### config.mk
export PLATFORM = sky130hd
export DESIGN_NAME = tnoc_flit_slicer_multimode
export DESIGN_NICKNAME = d
export VERILOG_FILES = /design/src/rtl/tnoc_flit_slicer_multimode.sv
export SDC_FILE = /design/constraint.sdc
export NUM_CORES = 1
export LEC_CHECK = 0
export BUFFER_PORTS_ARGS = -buffer_cell sky130_fd_sc_hd__buf_2
export CAP_MARGIN = 0
export CORE_MARGIN = 5
export CORE_UTILIZATION = 40
export CTS_CLUSTER_DIAMETER = 150
export CTS_CLUSTER_SIZE = 16
export DETAILED_ROUTE_END_ITERATION = 7
export REMOVE_ABC_BUFFERS = 1
export SKIP_LAST_GASP = 1
export SYNTH_ARGS = -nofsm -noshare
export SYNTH_HDL_FRONTEND = slang
export SYNTH_SLANG_ARGS = --single-unit
### constraint.sdc
create_clock -name clk -period 2.2 [get_ports clk]
set_input_delay 0.44 -clock clk [delete_from_list [all_inputs] [get_ports clk]]
set_output_delay 0.44 -clock clk [all_outputs]
set_load 0.02 [all_outputs]
### src/rtl/tnoc_flit_slicer_multimode.sv
// Per-virtual-channel flit pipeline slicer: combinational bypass, forward register,
// or full 2-entry skid slice selected at elaboration by MODE.
module tnoc_flit_slicer_multimode #(
    parameter int unsigned FLIT_WIDTH = 64,
    parameter int unsigned CHANNELS   = 2,
    parameter int unsigned MODE       = 2
) (
    input  logic                           clk,
    input  logic                           rst,
    input  logic                           i_clear,
    input  logic [CHANNELS-1:0]            i_valid,
    output logic [CHANNELS-1:0]            o_ready,
    input  logic [CHANNELS*FLIT_WIDTH-1:0] i_flit,
    output logic [CHANNELS-1:0]            o_valid,
    input  logic [CHANNELS-1:0]            i_ready,
    output logic [CHANNELS*FLIT_WIDTH-1:0] o_flit,
    output logic [2*CHANNELS-1:0]          o_count,
    output logic [CHANNELS-1:0]            o_empty
);

    generate
        if (MODE == 0) begin : g_bypass
            logic unused_ctrl;
            assign unused_ctrl = ^{clk, rst, i_clear};

            assign o_valid = i_valid;
            assign o_flit  = i_flit;
            assign o_ready = i_ready;
            assign o_count = '0;
            assign o_empty = '1;
        end else if (MODE == 1) begin : g_fwd
            for (genvar c = 0; c < CHANNELS; c++) begin : g_ch
                logic                  full_q;
                logic [FLIT_WIDTH-1:0] data_q;
                logic                  ready;
                logic                  valid;
                logic                  push;
                logic                  pop;

                // Ready may look through to i_ready: a pop frees the single slot this cycle.
                assign ready = ~rst & ~i_clear & (~full_q | i_ready[c]);
                assign valid = full_q & ~rst;
                assign push  = i_valid[c] & ready;
                assign pop   = valid & i_ready[c];

                always_ff @(posedge clk) begin
                    if (rst) begin
                        full_q <= 1'b0;
                        data_q <= '0;
                    end else if (i_clear) begin
                        full_q <= 1'b0;
                    end else if (push) begin
                        full_q <= 1'b1;
                        data_q <= i_flit[c*FLIT_WIDTH +: FLIT_WIDTH];
                    end else if (pop) begin
                        full_q <= 1'b0;
                    end
                end

                assign o_ready[c]                          = ready;
                assign o_valid[c]                          = valid;
                assign o_flit[c*FLIT_WIDTH +: FLIT_WIDTH]  = data_q;
                assign o_count[2*c +: 2]                   = {1'b0, valid};
                assign o_empty[c]                          = ~valid;
            end
        end else begin : g_skid
            for (genvar c = 0; c < CHANNELS; c++) begin : g_ch
                logic [1:0]            cnt_q;
                logic [1:0]            cnt_d;
                logic                  rdy_q;
                logic [FLIT_WIDTH-1:0] head_q;
                logic [FLIT_WIDTH-1:0] skid_q;
                logic                  ready;
                logic                  valid;
                logic                  push;
                logic                  pop;

                // rdy_q is a flop, so i_ready never reaches o_ready combinationally.
                assign ready = rdy_q & ~rst & ~i_clear;
                assign valid = (cnt_q != 2'd0) & ~rst;
                assign push  = i_valid[c] & ready;
                assign pop   = valid & i_ready[c];

                always_comb begin
                    cnt_d = cnt_q;
                    unique case ({push, pop})
                        2'b10:   cnt_d = cnt_q + 2'd1;
                        2'b01:   cnt_d = cnt_q - 2'd1;
                        default: cnt_d = cnt_q;
                    endcase
                    if (i_clear) begin
                        cnt_d = 2'd0;
                    end
                end

                always_ff @(posedge clk) begin
                    if (rst) begin
                        cnt_q  <= 2'd0;
                        rdy_q  <= 1'b1;
                        head_q <= '0;
                        skid_q <= '0;
                    end else begin
                        cnt_q <= cnt_d;
                        rdy_q <= (cnt_d != 2'd2);
                        if (push && (cnt_q == 2'd0 || (cnt_q == 2'd1 && pop))) begin
                            head_q <= i_flit[c*FLIT_WIDTH +: FLIT_WIDTH];
                        end else if (pop && cnt_q == 2'd2) begin
                            head_q <= skid_q;
                        end
                        if (push && cnt_q == 2'd1 && !pop) begin
                            skid_q <= i_flit[c*FLIT_WIDTH +: FLIT_WIDTH];
                        end
                    end
                end

                assign o_ready[c]                          = ready;
                assign o_valid[c]                          = valid;
                assign o_flit[c*FLIT_WIDTH +: FLIT_WIDTH]  = head_q;
                assign o_count[2*c +: 2]                   = rst ? 2'd0 : cnt_q;
                assign o_empty[c]                          = ~valid;
            end
        end
    endgenerate

endmodule

==> impl_metrics.csv <==
group,metric,value,unit
status,status,"finished clean",
timing,rsz0062_at_grt,"yes",
worst_setup_path,cp_max_fo,6,
timing,relSlewSlack,0.487,
synth,yosysTopAreaCell,"dfxtp_1",
floorplan,rows,62,
floorplan,pin_count,273,
floorplan,initial_core_util,0.407,
synth,yosysWarningCount,0,
timing,fmax,473,MHz
floorplan,die_area,0.0328,mm2
finish,fin_nets,1704,
power,clkPwrFrac,0.366,
synth,ys_types,29,
grt,overflow,0,
flow_run,maxCapViolations,0,
worst_setup_path,end_kind,"primary output",
synth,synth.area.top_cells,"dfxtp_1 45%, a311oi_1 9.6%, nand2_1 8.4%",
grt,grt_pass1_vias,11500,
finish,area_growth,18.6,%
synth,ys_seq_area_frac,0.448,
timing,drv_slew,0,
route,drtAntennaViolNets,0,
clock_tree,cts.sinks,262,
clock_tree,cts_tree,"done",
grt,grtUsageTotal,0.220,
clock_tree,clk_path_buf_depth,3,
clock_tree,cts_buffers,20,
place,gp_congestion,0.770,
timing,tightest_slew,0.770,ns
power,powerDensity,672,mW/mm2
synth,synth_top_area_frac,0.448,
synth,synthCells,1408,
synth,avgSynthCellArea,8.31,um2
timing,setup_viol,0,
synth,synth-seq-cells,262,
timing,hold_ws,0.151,ns
route,vias,11700,
clock_tree,root_buffer,"clkbuf_16",
finish,layout_commonest_cell,"buf_2",
power,p_int,6.90,mW
floorplan,core-area,0.0288,mm2
route,routed_wl,38.3,mm
finish,layout_common_cells,"271 x buf_2, 262 x dfxtp_1, 261 x nand2_1",
clock_tree,post-cts-setup-buffer-count,0,
timing,fin_crit,2.12,ns
route,drt-wirelength-per-cell,19.7,um
worst_setup_path,worst-setup-path-type,"register to primary output",
route,first_pass_iters,5,
power,leakage,4.80,nW
route,drt_iter0_drc,1037,
route,via_per_inst,6.01,
grt,antenna_found_initial,3,
grt,grt_max_degree,152,
place,portBuffers,272,
place,hpwl,22.7,mm
finish,drive_gt1_frac,0.232,
clock_tree,clock_latency,0.51,ns
grt,grt_pass1_wl,62.1,mm
timing,clock_skew,0.0178,ns
power,p_sw_frac,0.261,
power,p_comb_frac,0.105,
synth,async_reset_ff_frac,0,
worst_setup_path,arrival,1.68,ns
clock_tree,path_clk_slew,0.07,ns
place,placed_cells,1921,
clock_tree,htreeDepth,1,
power,power_frac_seq,0.529,
worst_hold_path,hp-class,"input pin to register",
synth,yosys_most_used_dff,"dfxtp_1",
worst_setup_path,worst_ep_required_time,1.76,ns
synth,synth_area,0.0117,mm2
finish,fin_cells,1945,
power,vdd_drop_max,0.503,mV
synth,synth_edf_count,0,
power,switching_power,2.43,mW
worst_setup_path,r2r_slack,0.29,ns
timing,post-route-period-util,0.962,
worst_setup_path,crit_path_start_kind,"register",
floorplan,die_y,181,um
route,drc,0,
timing,timing.final.hold_violations,0,
floorplan,die_w,181,um
[logic make-up (layout without fill, tap and decap cells)]
family / count (synthesis) / count (layout) / share of synthesized area
flip-flops: 262 / 262 / 0.448
AND/OR/NAND/NOR: 544 / 544 / 0.222
buffers and inverters: 198 / 349 / 0.0799
adder cells (fa/ha/maj): 10 / 10 / 0.0107
AO/OA/AOI/OAI: 392 / 392 / 0.237
multiplexers: 2 / 2 / 0.00182
other: 0 / 2 / 0
[worst max-delay path, cell delays in order (launching register included)]
cell	delay (ns)
dfxtp_1	0.39
inv_1	0.10
ha_2	0.26
nor2_2	0.12
buf_4	0.12
inv_1	0.03
buf_2	0.14
[synthesized netlist by cell type (9+ instances only)]
| cell type | instances |
|---|---|
| buf_6 | 9 |
| nand4_1 | 129 |
| a21oi_1 | 130 |
| ha_1 | 10 |
| buf_2 | 58 |
| o31ai_1 | 128 |
| clkbuf_1 | 85 |
| dfxtp_1 | 262 |
| nor3_1 | 129 |
| nand2_1 | 261 |
| a311oi_1 | 128 |
| buf_4 | 14 |
| buf_1 | 20 |
[state kept, by name, indices dropped and copies added (netlist names)]
| signal | cells |
|---|---|
| g_skid.g_ch.rdy_q | 2 |
| g_skid.g_ch.skid_q | 128 |
| g_skid.g_ch.cnt_q | 4 |
| g_skid.g_ch.head_q | 128 |
[power groups by stage]
stage / logic (mW) / registers, mW / clock network (mW)
2_1_floorplan: 0.275 / 5.19 / 0
3_3_place_gp: 0.970 / 5.05 / 0
3_5_place_dp: 0.970 / 5.05 / 0
4_1_cts: 0.974 / 4.94 / 3.51
5_1_grt: 1.05 / 4.95 / 3.69
6_report: 0.976 / 4.94 / 3.42
[path summary, 6_finish.rpt]
| path | from | to | cells past startpoint |
|---|---|---|---|
| max | g_skid.g_ch[0].cnt_q[0]$_SDFF_PP0_ | o_empty[0] | 6 |
| min reg2reg | g_skid.g_ch[1].skid_q[60]$_SDFFE_PP0P_ | g_skid.g_ch[1].skid_q[60]$_SDFFE_PP0P_ | 2 |
| max reg2reg | g_skid.g_ch[1].cnt_q[0]$_SDFF_PP0_ | g_skid.g_ch[1].head_q[7]$_SDFFE_PP0P_ | 6 |
| min | i_clear | g_skid.g_ch[0].cnt_q[0]$_SDFF_PP0_ | 2 |
[metrics by stage]
stage / cell area (um2) / setup slack (ns) / utilization / setup TNS, ns / power [mW]
after CTS: 13900 / 0.00215 / 0.482 / 0 / 9.42
after floorplan: 10800 / -3.22 / - / -591.33 / 5.46
after detailed placement: 13300 / 0.222 / 0.463 / 0 / 6.02
after global placement: 13300 / 0.244 / 0.463 / 0 / 6.02
final: 13900 / 0.0839 / 0.482 / 0 / 9.33
after global routing: 13900 / -0.0204 / 0.482 / -0.0204 / 9.70
[layout make-up]
| class | count | area, um2 |
|---|---|---|
| multi-input combinational | 948 | 5620 |
| inverter | 12 | 52.6 |
| clock buffer | 21 | 526 |
| antenna | 2 | 5.00 |
| clock inverter | 1 | 11.3 |
| sequential | 262 | 5250 |
| timing repair buffer | 315 | 1940 |
| fill | 2833 | 14900 |
| tap | 384 | 480 |
[repair_timing]
action / 4_1_cts / 5_1_grt
endpoints found under the hold margin: 0 / 0
hold buffers: 0 / 0
gates resized for setup: 2 / 4
setup endpoints to repair: 3 / 5
[metal layers]
metal / global-route usage / share of wire / vias to the layer above
met5: 0 / 0.00034 / -
met4: 0.0651 / 0.027 / 2
met3: 0.0475 / 0.086 / 70
met2: 0.340 / 0.44 / 508
met1: 0.310 / 0.45 / 5544
li1: - / - / 5565
Power figures use the tool's default switching activity.
